===== config.mk =====
export PLATFORM = sky130hd
export DESIGN_NAME = sprite_pixel_gen_flat
export DESIGN_NICKNAME = d
export VERILOG_FILES = /design/src/rtl/sprite_pixel_gen_pkg.sv /design/src/rtl/sprite_pixel_gen_if.sv /design/src/rtl/sprite_pixel_gen_slot.sv /design/src/rtl/sprite_pixel_gen.sv /design/src/flat_wrapper.sv
export SDC_FILE = /design/constraint.sdc
export NUM_CORES = 1
export LEC_CHECK = 0
export BUFFER_PORTS_ARGS = -buffer_cell sky130_fd_sc_hd__buf_2
export CORE_UTILIZATION = 47
export DETAILED_ROUTE_END_ITERATION = 10
export PLACE_DENSITY = 0.65
export SLEW_MARGIN = 20
export SYNTH_ARGS = -nofsm -noshare
export SYNTH_HDL_FRONTEND = slang
export SYNTH_HIERARCHICAL = 1
export SYNTH_SLANG_ARGS = --single-unit

===== constraint.sdc =====
create_clock -name clk -period 5.5 [get_ports clk]
set_input_delay 1.1 -clock clk [delete_from_list [all_inputs] [get_ports clk]]
set_output_delay 1.1 -clock clk [all_outputs]
set_load 0.02 [all_outputs]

===== src/rtl/sprite_pixel_gen_pkg.sv =====
// Shared types, attribute bit positions and helpers for the sprite pixel generator.
package sprite_pkg;
  localparam logic [8:0] FETCH_BASE     = 9'd256;
  localparam int         ATTR_PAL_LO    = 0;
  localparam int         ATTR_PAL_HI    = 1;
  localparam int         ATTR_PRIO      = 5;
  localparam int         ATTR_HFLIP     = 6;
  localparam int         ATTR_VFLIP     = 7;
  localparam logic [7:0] EMPTY_ROW_MASK = 8'hF0;

  typedef struct packed {
    logic [7:0] row;
    logic [7:0] tile;
    logic [7:0] attr;
    logic [7:0] x;
    logic [7:0] lo;
    logic [7:0] hi;
    logic       spr0;
  } spr_slot_t;

  function automatic logic [7:0] bit_rev8(input logic [7:0] d);
    for (int i = 0; i < 8; i++) bit_rev8[i] = d[7-i];
  endfunction

  function automatic logic [3:0] eff_row(input logic [3:0] row, input logic vflip);
    eff_row = vflip ? ~row : row;
  endfunction
endpackage


===== src/rtl/sprite_pixel_gen_if.sv =====
// Fetch-side bus: temp-RAM bytes and pattern memory address/data.
interface sprite_pixel_gen_if;
  logic [7:0]  oam_bus;
  logic [7:0]  vram_data;
  logic [12:0] vram_addr;

  modport master (input oam_bus, input vram_data, output vram_addr);
  modport slave  (output oam_bus, output vram_data, input vram_addr);
endinterface


===== src/rtl/sprite_pixel_gen_slot.sv =====
// One sprite slot: latches temp-RAM bytes and pattern planes, then counts down X
// and shifts its planes out during the visible line.
module sprite_slot
  import sprite_pkg::*;
(
  input  logic       clk,
  input  logic       reset_n,
  input  logic       ce,
  input  logic       fetch_en,
  input  logic       render,
  input  logic [2:0] k,
  input  logic [7:0] oam_bus,
  input  logic [7:0] vram_data,
  input  logic       spr0_in,
  output logic [3:0] row_lo,
  output logic [7:0] tile,
  output logic       vflip,
  output logic [1:0] pal,
  output logic       prio,
  output logic [1:0] pat,
  output logic       spr0
);
  spr_slot_t  st;
  logic       empty;
  logic [7:0] pdata;
  logic [2:0] unused_attr;

  // Evaluator fills unused slots with FF, so any high row bit marks the slot empty.
  assign empty = |(st.row & EMPTY_ROW_MASK);
  assign pdata = empty ? 8'h00 : (st.attr[ATTR_HFLIP] ? bit_rev8(vram_data) : vram_data);

  always_ff @(posedge clk or negedge reset_n) begin
    if (!reset_n) begin
      st <= '0;
    end else if (ce) begin
      if (fetch_en) begin
        case (k)
          3'd0: begin st.row <= oam_bus; st.spr0 <= spr0_in; end
          3'd1: st.tile <= oam_bus;
          3'd2: st.attr <= oam_bus;
          3'd3: st.x    <= oam_bus;
          3'd5: st.lo   <= pdata;
          3'd7: st.hi   <= pdata;
          default: ;
        endcase
      end else if (render) begin
        if (st.x != 8'd0) st.x <= st.x - 8'd1;
        else begin
          st.lo <= {st.lo[6:0], 1'b0};
          st.hi <= {st.hi[6:0], 1'b0};
        end
      end
    end
  end

  assign row_lo      = st.row[3:0];
  assign tile        = st.tile;
  assign vflip       = st.attr[ATTR_VFLIP];
  assign pal         = st.attr[ATTR_PAL_HI:ATTR_PAL_LO];
  assign prio        = st.attr[ATTR_PRIO];
  assign pat         = (st.x == 8'd0) ? {st.hi[7], st.lo[7]} : 2'b00;
  assign spr0        = st.spr0;
  assign unused_attr = st.attr[4:2];
endmodule


===== src/rtl/sprite_pixel_gen.sv =====
// Sprite pixel generator: fetches 8 slots in cycles 256-319, renders them on the next line.
// Optional left-edge clipping is built when SPR_CLIP_LEFT_EN is defined.
module sprite_pixel_gen
  import sprite_pkg::*;
#(
  parameter int NUM_SLOTS = 8
) (
  input  logic                      clk,
  input  logic                      reset_n,
  input  logic                      ce,
  input  logic                      enable,
  input  logic [8:0]                cycle,
  input  logic                      obj_size,
  input  logic                      obj_patt,
  input  logic                      sprite0,
  input  logic                      clip_left,
  sprite_pixel_gen_if.master        bus,
  output logic [3:0]                pix,
  output logic                      pix_prio,
  output logic                      pix_spr0
);
  logic       in_win, render, clip, found, show;
  logic [2:0] s, k;
  logic [3:0] er;
  logic [12:0] addr;
  logic [3:0] win_pix;
  logic       win_prio, win_spr0;

  logic [NUM_SLOTS-1:0][3:0] s_row;
  logic [NUM_SLOTS-1:0][7:0] s_tile;
  logic [NUM_SLOTS-1:0][1:0] s_pal, s_pat;
  logic [NUM_SLOTS-1:0]      s_vflip, s_prio, s_spr0;

  assign in_win = (cycle[8:6] == FETCH_BASE[8:6]);
  assign render = ~cycle[8];
  assign s      = cycle[5:3];
  assign k      = cycle[2:0];

  for (genvar g = 0; g < NUM_SLOTS; g++) begin : g_slot
    sprite_slot u_slot (
      .clk      (clk),
      .reset_n  (reset_n),
      .ce       (ce),
      .fetch_en (in_win && (s == 3'(g))),
      .render   (render),
      .k        (k),
      .oam_bus  (bus.oam_bus),
      .vram_data(bus.vram_data),
      .spr0_in  ((g == 0) ? sprite0 : 1'b0),
      .row_lo   (s_row[g]),
      .tile     (s_tile[g]),
      .vflip    (s_vflip[g]),
      .pal      (s_pal[g]),
      .prio     (s_prio[g]),
      .pat      (s_pat[g]),
      .spr0     (s_spr0[g])
    );
  end

  // Pattern address for the slot being fetched; k[1] selects the high plane.
  always_comb begin
    addr = '0;
    er   = eff_row(s_row[s], s_vflip[s]);
    if (in_win) begin
      if (obj_size) addr = {s_tile[s][0], s_tile[s][7:1], er[3], k[1], er[2:0]};
      else          addr = {obj_patt, s_tile[s], k[1], er[2:0]};
    end
  end
  assign bus.vram_addr = addr;

  // Scan high-to-low so the lowest-index opaque slot is the last write.
  always_comb begin
    found    = 1'b0;
    win_pix  = '0;
    win_prio = 1'b0;
    win_spr0 = 1'b0;
    for (int i = NUM_SLOTS - 1; i >= 0; i--) begin
      if (s_pat[i] != 2'b00) begin
        found    = 1'b1;
        win_pix  = {s_pal[i], s_pat[i]};
        win_prio = s_prio[i];
        win_spr0 = (i == 0) && s_spr0[i];
      end
    end
  end

`ifdef SPR_CLIP_LEFT_EN
  assign clip = clip_left && (cycle[7:3] == 5'd0);
`else
  logic unused_clip;
  assign unused_clip = clip_left;
  assign clip        = 1'b0;
`endif

  assign show = enable && render && found && !clip;

  always_ff @(posedge clk or negedge reset_n) begin
    if (!reset_n) begin
      pix      <= '0;
      pix_prio <= 1'b0;
      pix_spr0 <= 1'b0;
    end else if (ce) begin
      pix      <= show ? win_pix : 4'h0;
      pix_prio <= show && win_prio;
      pix_spr0 <= show && win_spr0;
    end
  end
endmodule


===== src/flat_wrapper.sv =====
// flat-port wrapper written by rule: the top's interface ports become plain ports
module sprite_pixel_gen_flat import sprite_pkg::*;
#(
  parameter int NUM_SLOTS = 8
)
  (clk, reset_n, ce, enable, cycle, obj_size, obj_patt, sprite0, clip_left, pix, pix_prio, pix_spr0, bus_oam_bus, bus_vram_data, bus_vram_addr);
  sprite_pixel_gen_if bus_i ();
  input  logic clk;
  input  logic reset_n;
  input  logic ce;
  input  logic enable;
  input  logic [8:0] cycle;
  input  logic obj_size;
  input  logic obj_patt;
  input  logic sprite0;
  input  logic clip_left;
  output logic [3:0] pix;
  output logic pix_prio;
  output logic pix_spr0;
  input wire logic [$bits(bus_i.oam_bus)-1:0] bus_oam_bus;
  input wire logic [$bits(bus_i.vram_data)-1:0] bus_vram_data;
  output wire logic [$bits(bus_i.vram_addr)-1:0] bus_vram_addr;
  assign bus_i.oam_bus = bus_oam_bus;
  assign bus_i.vram_data = bus_vram_data;
  assign bus_vram_addr = bus_i.vram_addr;
  sprite_pixel_gen #(.NUM_SLOTS(NUM_SLOTS)) u_core (.clk(clk), .reset_n(reset_n), .ce(ce), .enable(enable), .cycle(cycle), .obj_size(obj_size), .obj_patt(obj_patt), .sprite0(sprite0), .clip_left(clip_left), .bus(bus_i), .pix(pix), .pix_prio(pix_prio), .pix_spr0(pix_spr0));
endmodule

## Word-level counts from Yosys, hierarchy flattened

Cells that the tools add are included.

| storage, ports and cells | value |
|---|---|
| logic and storage cells | 326 |
| flip-flop bits (word level) | 391 |

| operators by class | value |
|---|---|
| magnitude comparators | 1 |
| eq/ne operators | 53 |
| reduce and logical (&&, ||, !) cells | 102 |
| muxes and demuxes | 108 |
| add/sub/neg operators | 8 |
| bitwise gates (word level) | 2 |

Operator list:

| kind | count |
|---|---|
| two-way mux 24 bit | 16 |
| two-way mux 8 bit | 42 |
| two-way mux 16 bit | 8 |
| AND reduction 4 bit | 24 |
| AND reduction 3 bit | 24 |
| logical NOT 8 bit | 8 |
| inequality test 2 x 1 -> 1 bit, second input constant | 32 |
| nonzero test 8 bit | 8 |
| subtractor 8 x 1 -> 8 bit, second input constant | 8 |
| two-way mux 4 bit | 11 |
| nonzero test 2 bit | 16 |
| OR reduction 4 bit | 8 |
| two-way mux 13 bit | 2 |
| binary-select mux 8 bit (select 3 bit) | 1 |
| == test 3 bit, second input constant | 7 |
| two-way mux 1 bit | 18 |
| two-way mux 2 bit | 8 |
| inequality test 2 bit, second input constant | 8 |
| binary-select mux 4 bit (select 3 bit) | 1 |
| == test 3 x 2 -> 1 bit, second input constant | 4 |
| logical AND 1 bit | 12 |
| == test 3 x 1 -> 1 bit, second input constant | 2 |
| logical NOT 3 bit | 2 |
| less-than comparator 3 x 4 -> 1 bit, second input constant | 1 |
| other kinds (3) | 3 |

## Depth between registers and ports, before layout

Gate-level depths: netlist of run 1.

| depth | value |
|---|---|
| word-level depth | 13 |
| gate-level depth with buffers | 10 |
| gate-level depth less buffers | 9 |

## Modules after synthesis

Netlist of run 1, hierarchy kept.

Modules (own cells, without submodules):

| module | instances | cells each | sequential area each (µm²) | area each (µm²) |
|---|---|---|---|---|
| sprite_slot at u_core.g_slot[0].u_slot ... | 6 | 230 | 1151.1 | 2466.1 |
| sprite_slot at u_core.g_slot[6].u_slot ... | 2 | 231 | 1151.1 | 2476.1 |
| sprite_pixel_gen | 1 | 172 | 150.1 | 1597.8 |

## Worst setup path after synthesis of run 1

OpenSTA, ideal clock, no wires.

| timing | value |
|---|---|
| path type | input to output |
| start point | input cycle[3] |
| end point | output bus_vram_addr[2] |
| cell stages on the path | 5 |
| data required time | 4400 ps |
| setup slack | 2082 ps |
| path buffers | 1 |
| arrival | 2318 ps |
| path through | buf_4 > mux4_2 > mux2i_1 > xnor2_1 > nor2_1 |

| on the way | value |
|---|---|
| cells in the longest elaborated chain, start to end | 6 |
| elaborated cells on any way between the ends | 8 |
| those cells by class | 7 x mux; 1 x bitwise |

Ends and longest elaborated chain:

| element | RTL line | text |
|---|---|---|
| start: declaration | flat_wrapper.sv:12 | `input logic [8:0] cycle;` |
| binary-select mux 4 bit (select 3 bit) | sprite_pixel_gen.sv:63 | `er = eff_row(s_row[s], s_vflip[s]);` |
| two-way mux 4 bit (implied by the code) | sprite_pixel_gen.sv:63 |  |
| NOT 4 bit | sprite_pixel_gen_pkg.sv:26 | `eff_row = vflip ? ~row : row;` |
| two-way mux 4 bit (*) | sprite_pixel_gen_pkg.sv:26 |  |
| two-way mux 13 bit (*) | sprite_pixel_gen.sv:65 | `if (obj_size) addr = {s_tile[s][0], s_tile[s][7:1], er[3], k[1], er[2:0]};` |
| two-way mux 13 bit (*) | sprite_pixel_gen.sv:64 | `if (in_win) begin` |
| end: declaration | flat_wrapper.sv:22 | `output wire logic [$bits(bus_i.vram_addr)-1:0] bus_vram_addr;` |

Mark *: on every way between the ends. The rest lies on a longest branch, timed or not. The select of a mux whose other input is x is not followed.

## Worst setup path in the final report of run 1

| timing | value |
|---|---|
| start point | input cycle[3] |
| end point | output bus_vram_addr[4] |

| on the way | value |
|---|---|
| cells in the longest elaborated chain, start to end | 6 |
| elaborated cells on any way between the ends | 10 |
| those cells by class | 9 x mux; 1 x bitwise |

Ends and longest elaborated chain:

| element | RTL line |
|---|---|
| binary-select mux 4 bit (select 3 bit) | sprite_pixel_gen.sv:63 |
| two-way mux 4 bit (implied by the code) | sprite_pixel_gen.sv:63 |
| NOT 4 bit | sprite_pixel_gen_pkg.sv:26 |
| two-way mux 4 bit | sprite_pixel_gen_pkg.sv:26 |
| two-way mux 13 bit (*) | sprite_pixel_gen.sv:65 |
| two-way mux 13 bit (*) | sprite_pixel_gen.sv:64 |

Marked as above.

==> flow_summary_export.csv, run 1 <==
group,metric,value,unit
cts,cts_tree,"yes",
placement,dp_hpwl,33500,um
power_and_ir_drop,p_per_area,345,mW/mm^2
global_route,grtUsageTotal,23.8,%
cts,post_cts_buffers,0,
sta,tns,0,ns
detailed_routing,top_layer,"met4",
synthesis,syn_avg_cell_area,10.5,um^2
hold_path,hold_class,"reg -> reg",
synthesis,synth.net_count,2048,
detailed_routing,wl_met3,2390,um
global_route,antenna_found_initial,0,
cts,cts_buffers,41,
sta,slew_headroom,30.5,%
detailed_routing,vias,15400,
sta,finalSetupViolations,0,
synthesis,yosys_warnings,6,
final_layout,fillers,3936,
placement,numPortBuffers,50,
critical_path,crit_chain,"buf_2 > mux4_1 > mux2i_4 > xnor2_1 > a21oi_2 > buf_2",
floorplan,core,0.0442,mm^2
detailed_routing,antenna_left,0,
final_layout,areaGrowthSynthToFinish,6.32,%
power_and_ir_drop,ir_worst_vdd,0.218,mV
placement,gp_congestion,0.886,
final_layout,layout-drive-gt1-share,22.7,%
status,outcome,"finished, final reports clean",
detailed_routing,drt-vias-per-instance,6.14,
synthesis,syn_area,0.0211,mm^2
cts,clk_latency,0.58,ns
final_layout,final_cell_area,0.0224,mm^2
sta,fin_ws,1.29,ns
critical_path,cp-start-kind,"input pin",
cts,clk_path_buf_depth,3,
power_and_ir_drop,p_leak,9.61,nW
detailed_routing,dr.pass1.iters,7,
detailed_routing,wire_per_inst,21.0,um
final_layout,regArea,0.00918,mm^2
cts,postCtsResizedCells,0,
floorplan,fp.dieW,214,um
power_and_ir_drop,power.total,7.74,mW
final_layout,multi_input_area,0.0104,mm^2
cts,cts_hold_buffers,0,
detailed_routing,wl_met1,24100,um
sta,period_share,76.6,%
critical_path,path_buf_inv,2,
critical_path,cp-end-kind,"output port",
placement,dp_slack,1.13,ns
sta,slew_violations,0,
floorplan,start_util,47.7,%
sta,worst_pin_slew,1.04,ns
detailed_routing,drt_drc_violations_left,0,
critical_path,path_common_cell,"buf_2",
critical_path,crit_family,"multiplexers",
sta,fmax,0.237,GHz
sta,final-hold-violation-count,0,
sta,period_minus_slack,4.21,ns
critical_path,cp.arrival,3.11,ns
global_route,grt_start_max_net_pins,108,
floorplan,pin_count,52,
cts,ctsRootBufferMaster,"clkbuf_16",
cts,cts_sinks,367,
detailed_routing,drtIter0Drc,1275,
global_route,grt_pass1_wl,85400,um
critical_path,cpPeakStageDelay,0.71,ns
final_layout,final_nets,1936,
sta,fin_hold_ws,0.487,ns
detailed_routing,drt-total-wl,52800,um
critical_path,cpMaxStageDelayCell,"mux4_1",
global_route,grt_pass1_vias,15300,
floorplan,die_h,214,um
detailed_routing,wl_met2,24900,um
placement,placed_area,0.0210,mm^2
critical_path,path_max_fanout,20,
floorplan,row_count,77,
critical_path,path_class,"in -> out",
global_route,grt_overflow,0,
flow_run,maxCapViolCount,0,
critical_path,critPathRequiredTime,4.40,ns
cts,clkTransAtPathRegs,0.06,ns
synthesis,synth_cells,1999,
floorplan,die_area,0.0457,mm^2
sta,rsz0062_at_grt,"false",
cts,cts_max_level,2,
sta,fin_skew,0.0149,ns
-- final cells by class --
class / count / area share, %
Clock buffer: 60 / 5.39
Sequential cell: 367 / 41.0
Antenna cell: 1 / 0.0112
Clock inverter: 16 / 1.04
Tap cell: 592 / 3.30
Inverter: 40 / 0.670
Timing Repair Buffer: 81 / 2.31
Multi-Input combinational cell: 1356 / 46.3
-- through the flow --
stage,instances,util (%)
finish,2513,50.7
global route,2512,50.7
CTS,2512,50.7
detailed placement,2436,47.4
global placement,2436,47.4
floorplan,1999,-
-- final timing paths --
kind,to,start,depth (start not counted),slack (ns)
worst max-delay path,bus_vram_addr[4],cycle[3],6,1.29
worst max register to register,u_core/pix_prio,u_core/g_slot[6].u_slot/st[21],8,2.74
worst min register to register,u_core/g_slot[3].u_slot/tile[0],u_core/g_slot[3].u_slot/tile[0],1,0.49
max in group asynchronous,u_core/g_slot[5].u_slot/st[17],reset_n,2,3.78
min in group asynchronous,u_core/g_slot[6].u_slot/st[24],reset_n,1,0.55
worst min-delay path,u_core/g_slot[3].u_slot/tile[0],u_core/g_slot[3].u_slot/tile[0],1,0.49
-- registers in the layout, indices dropped and copies added, names as in the netlist --
signal,cells
u_core/g_slot.u_slot/st,232
u_core/g_slot.u_slot/tile,64
u_core/g_slot.u_slot/row_lo,32
u_core/g_slot.u_slot/pal,16
u_core/g_slot.u_slot/prio,8
u_core/g_slot.u_slot/vflip,8
u_core/pix,4
u_core/g_slot.u_slot/spr0,1
u_core/pix_prio,1
u_core/pix_spr0,1
-- per-layer routing --
layer	up-vias	global-route usage [%]
li1	7126	-
met1	7841	33.4
met2	381	38.2
met3	91	3.51
met4	0	7.12
met5	-	0
-- report_power, final --
| part | internal (mW) | switching, mW |
|---|---|---|
| clock network | 1.77 | 1.15 |
| registers | 2.94 | 0.316 |
| logic | 0.641 | 0.930 |
| total | 5.35 | 2.39 |
-- layout by cell type (no fill, tap or decap), drive strengths merged, types with 26 or more instances in the layout --
master  instances
mux2          177
buf            81
clkbuf         60
a21oi         187
nor2           69
o22ai          48
inv            41
dfrtp         367
nor2b          28
mux2i          77
o31ai          56
mux4           26
nand2          37
nor3          142
o21ai         215
Power figures use the tool's default switching activity.
==> run 2, diff against run 1 <==
==> constraint.sdc (replaced) <==
create_clock -name clk -period 4.1 [get_ports clk]
set_input_delay 0.82 -clock clk [delete_from_list [all_inputs] [get_ports clk]]
set_output_delay 0.82 -clock clk [all_outputs]
set_load 0.02 [all_outputs]
==> flow_summary_export.csv, run 2 (synthesis results as in run 1) <==
group,metric,value,unit
status,outcome,"finished, final reports clean",
sta,finalSetupViolations,0,
critical_path,cpPeakStageDelay,0.57,ns
detailed_routing,drtIter0Drc,1310,
critical_path,cp-start-kind,"input pin",
final_layout,top_register,"u_core/g_slot.u_slot/st",
global_route,grtUsageTotal,24.2,%
floorplan,start_util,47.7,%
final_layout,final_cells,2528,
cts,cts_buffers,41,
final_layout,largest_reg_flops,232,
cts,postCtsResizedCells,0,
power_and_ir_drop,power.total,10.3,mW
detailed_routing,drt_drc_violations_left,0,
critical_path,path_buf_inv,3,
floorplan,fp.dieW,214,um
sta,slew_violations,0,
global_route,grt_pass1_wl,86500,um
final_layout,diodes,0,
cts,post_cts_buffers,0,
critical_path,critPathRequiredTime,3.28,ns
cts,cts_max_level,2,
sta,slew_headroom,29.5,%
critical_path,path_common_cell,"buf_2",
global_route,grt_overflow,0,
final_layout,final_cell_area,0.0226,mm^2
placement,dp_cells,2457,
sta,period_minus_slack,3.43,ns
detailed_routing,wire_per_inst,21.2,um
power_and_ir_drop,p_per_area,458,mW/mm^2
final_layout,layout-drive-gt1-share,23.5,%
critical_path,crit_family,"buffers and inverters",
cts,cts_hold_buffers,0,
floorplan,pin_count,52,
sta,fin_skew,0.0188,ns
power_and_ir_drop,p_leak,9.70,nW
critical_path,cp.arrival,2.61,ns
flow_run,maxCapViolCount,0,
floorplan,die_area,0.0457,mm^2
placement,gp_congestion,0.905,
power_and_ir_drop,ir_worst_vdd,0.343,mV
sta,final-hold-violation-count,0,
cts,clkTransAtPathRegs,0.06,ns
critical_path,cp-end-kind,"output port",
placement,numPortBuffers,50,
sta,fmax,0.291,GHz
global_route,grt_pass1_vias,15500,
final_layout,areaGrowthSynthToFinish,6.95,%
critical_path,path_max_fanout,15,
critical_path,crit_chain,"buf_2 > buf_4 > mux4_2 > mux2i_1 > a21o_1 > a21oi_2 > buf_2",
placement,dp_hpwl,34300,um
global_route,grt_start_max_net_pins,104,
hold_path,hold_class,"in -> async",
cts,clk_latency,0.56,ns
final_layout,final_nets,1957,
final_layout,final_common_cell,"dfrtp_1",
detailed_routing,dr.pass1.iters,5,
sta,worst_pin_slew,1.05,ns
critical_path,r2r_slack,1.24,ns
cts,cts_sinks,367,
sta,tns,0,ns
sta,period_share,83.7,%
placement,placed_area,0.0212,mm^2
floorplan,die_h,214,um
floorplan,row_count,77,
cts,cts_tree,"yes",
detailed_routing,antenna_left,0,
detailed_routing,drt-vias-per-instance,6.16,
final_layout,layout_common_cells,"dfrtp_1, a21oi_1, o21ai_0",
critical_path,cpMaxStageDelayCell,"mux4_2",
cts,clk_path_buf_depth,3,
cts,ctsRootBufferMaster,"clkbuf_16",
global_route,antenna_found_initial,1,
sta,rsz0062_at_grt,"false",
floorplan,core,0.0442,mm^2
critical_path,path_class,"in -> out",
detailed_routing,drt-total-wl,53600,um
detailed_routing,vias,15600,
==> run 2: cell count changes in the layout (fill, tap and decap cells not counted) <==
cell | previous run | this run
clkbuf_16 | 42 | 43
diode_2 | 1 | 0
buf_4 | 29 | 47
inv_16 | 1 | 0
clkinvlp_4 | 1 | 0
inv_6 | 0 | 1
clkbuf_8 | 9 | 8
buf_12 | 2 | 5
bufinv_16 | 5 | 4
clkbuf_1 | 9 | 6
clkinv_8 | 1 | 0
clkinv_2 | 8 | 9
==> run 2: final timing paths <==
path,from,depth (start not counted),to
worst max register to register,u_core/g_slot[6].u_slot/st[21],8,u_core/pix_prio
max in group asynchronous,reset_n,2,u_core/g_slot[3].u_slot/st[20]
worst max-delay path,cycle[3],7,bus_vram_addr[4]
worst min register to register,u_core/g_slot[2].u_slot/tile[5],2,u_core/g_slot[2].u_slot/tile[5]
worst min-delay path,reset_n,1,u_core/g_slot[6].u_slot/st[17]
min in group clk,u_core/g_slot[2].u_slot/tile[5],2,u_core/g_slot[2].u_slot/tile[5]
==> run 2: power breakdown <==
group | internal [mW] | leakage, nW | switching [mW]
Clock | 2.30 | 0.691 | 1.50
Combinational | 0.902 | 3.97 | 1.26
Sequential | 3.94 | 5.03 | 0.425
==> run 2: worst reg2reg max path, stage by stage, from the launching register on <==
cell and delay, ns:
dfrtp_1 0.46, or4_4 0.61, nor4b_4 0.28, and2_1 0.41, nor2_1 0.18, a31oi_1 0.24, a21oi_1 0.10, a211oi_1 0.30
o221ai_1 0.16
==> run 2: area by class of cell <==
cell class / instances / area (um^2)
multi-input cells: 1356 / 10400
clock inverters: 14 / 174
flip-flops and latches: 367 / 9180
repair buffers: 102 / 713
well taps: 592 / 741
clock buffers: 57 / 1210
inverters: 40 / 150
fillers: 3874 / 21700
==> run 2: layer usage <==
metal | track usage [%] | vias to the layer above | wire length, um
met2 | 38.2 | 439 | 25000
met3 | 3.57 | 88 | 3020
li1 | - | 7155 | -
met1 | 33.6 | 7892 | 23900
met5 | 0 | - | 14
met4 | 9.21 | 2 | 1680
==> run 2: through the flow <==
step                      setup slack, ns  hold slack [ns]  util [%]
final                               0.668            0.336      51.0
after global routing                0.511            0.395      51.0
after CTS                           0.637            0.357      51.0
after detailed placement            0.638            0.472      47.9
after global placement              0.632            0.462      47.9
after floorplan                      1.24            0.451         -
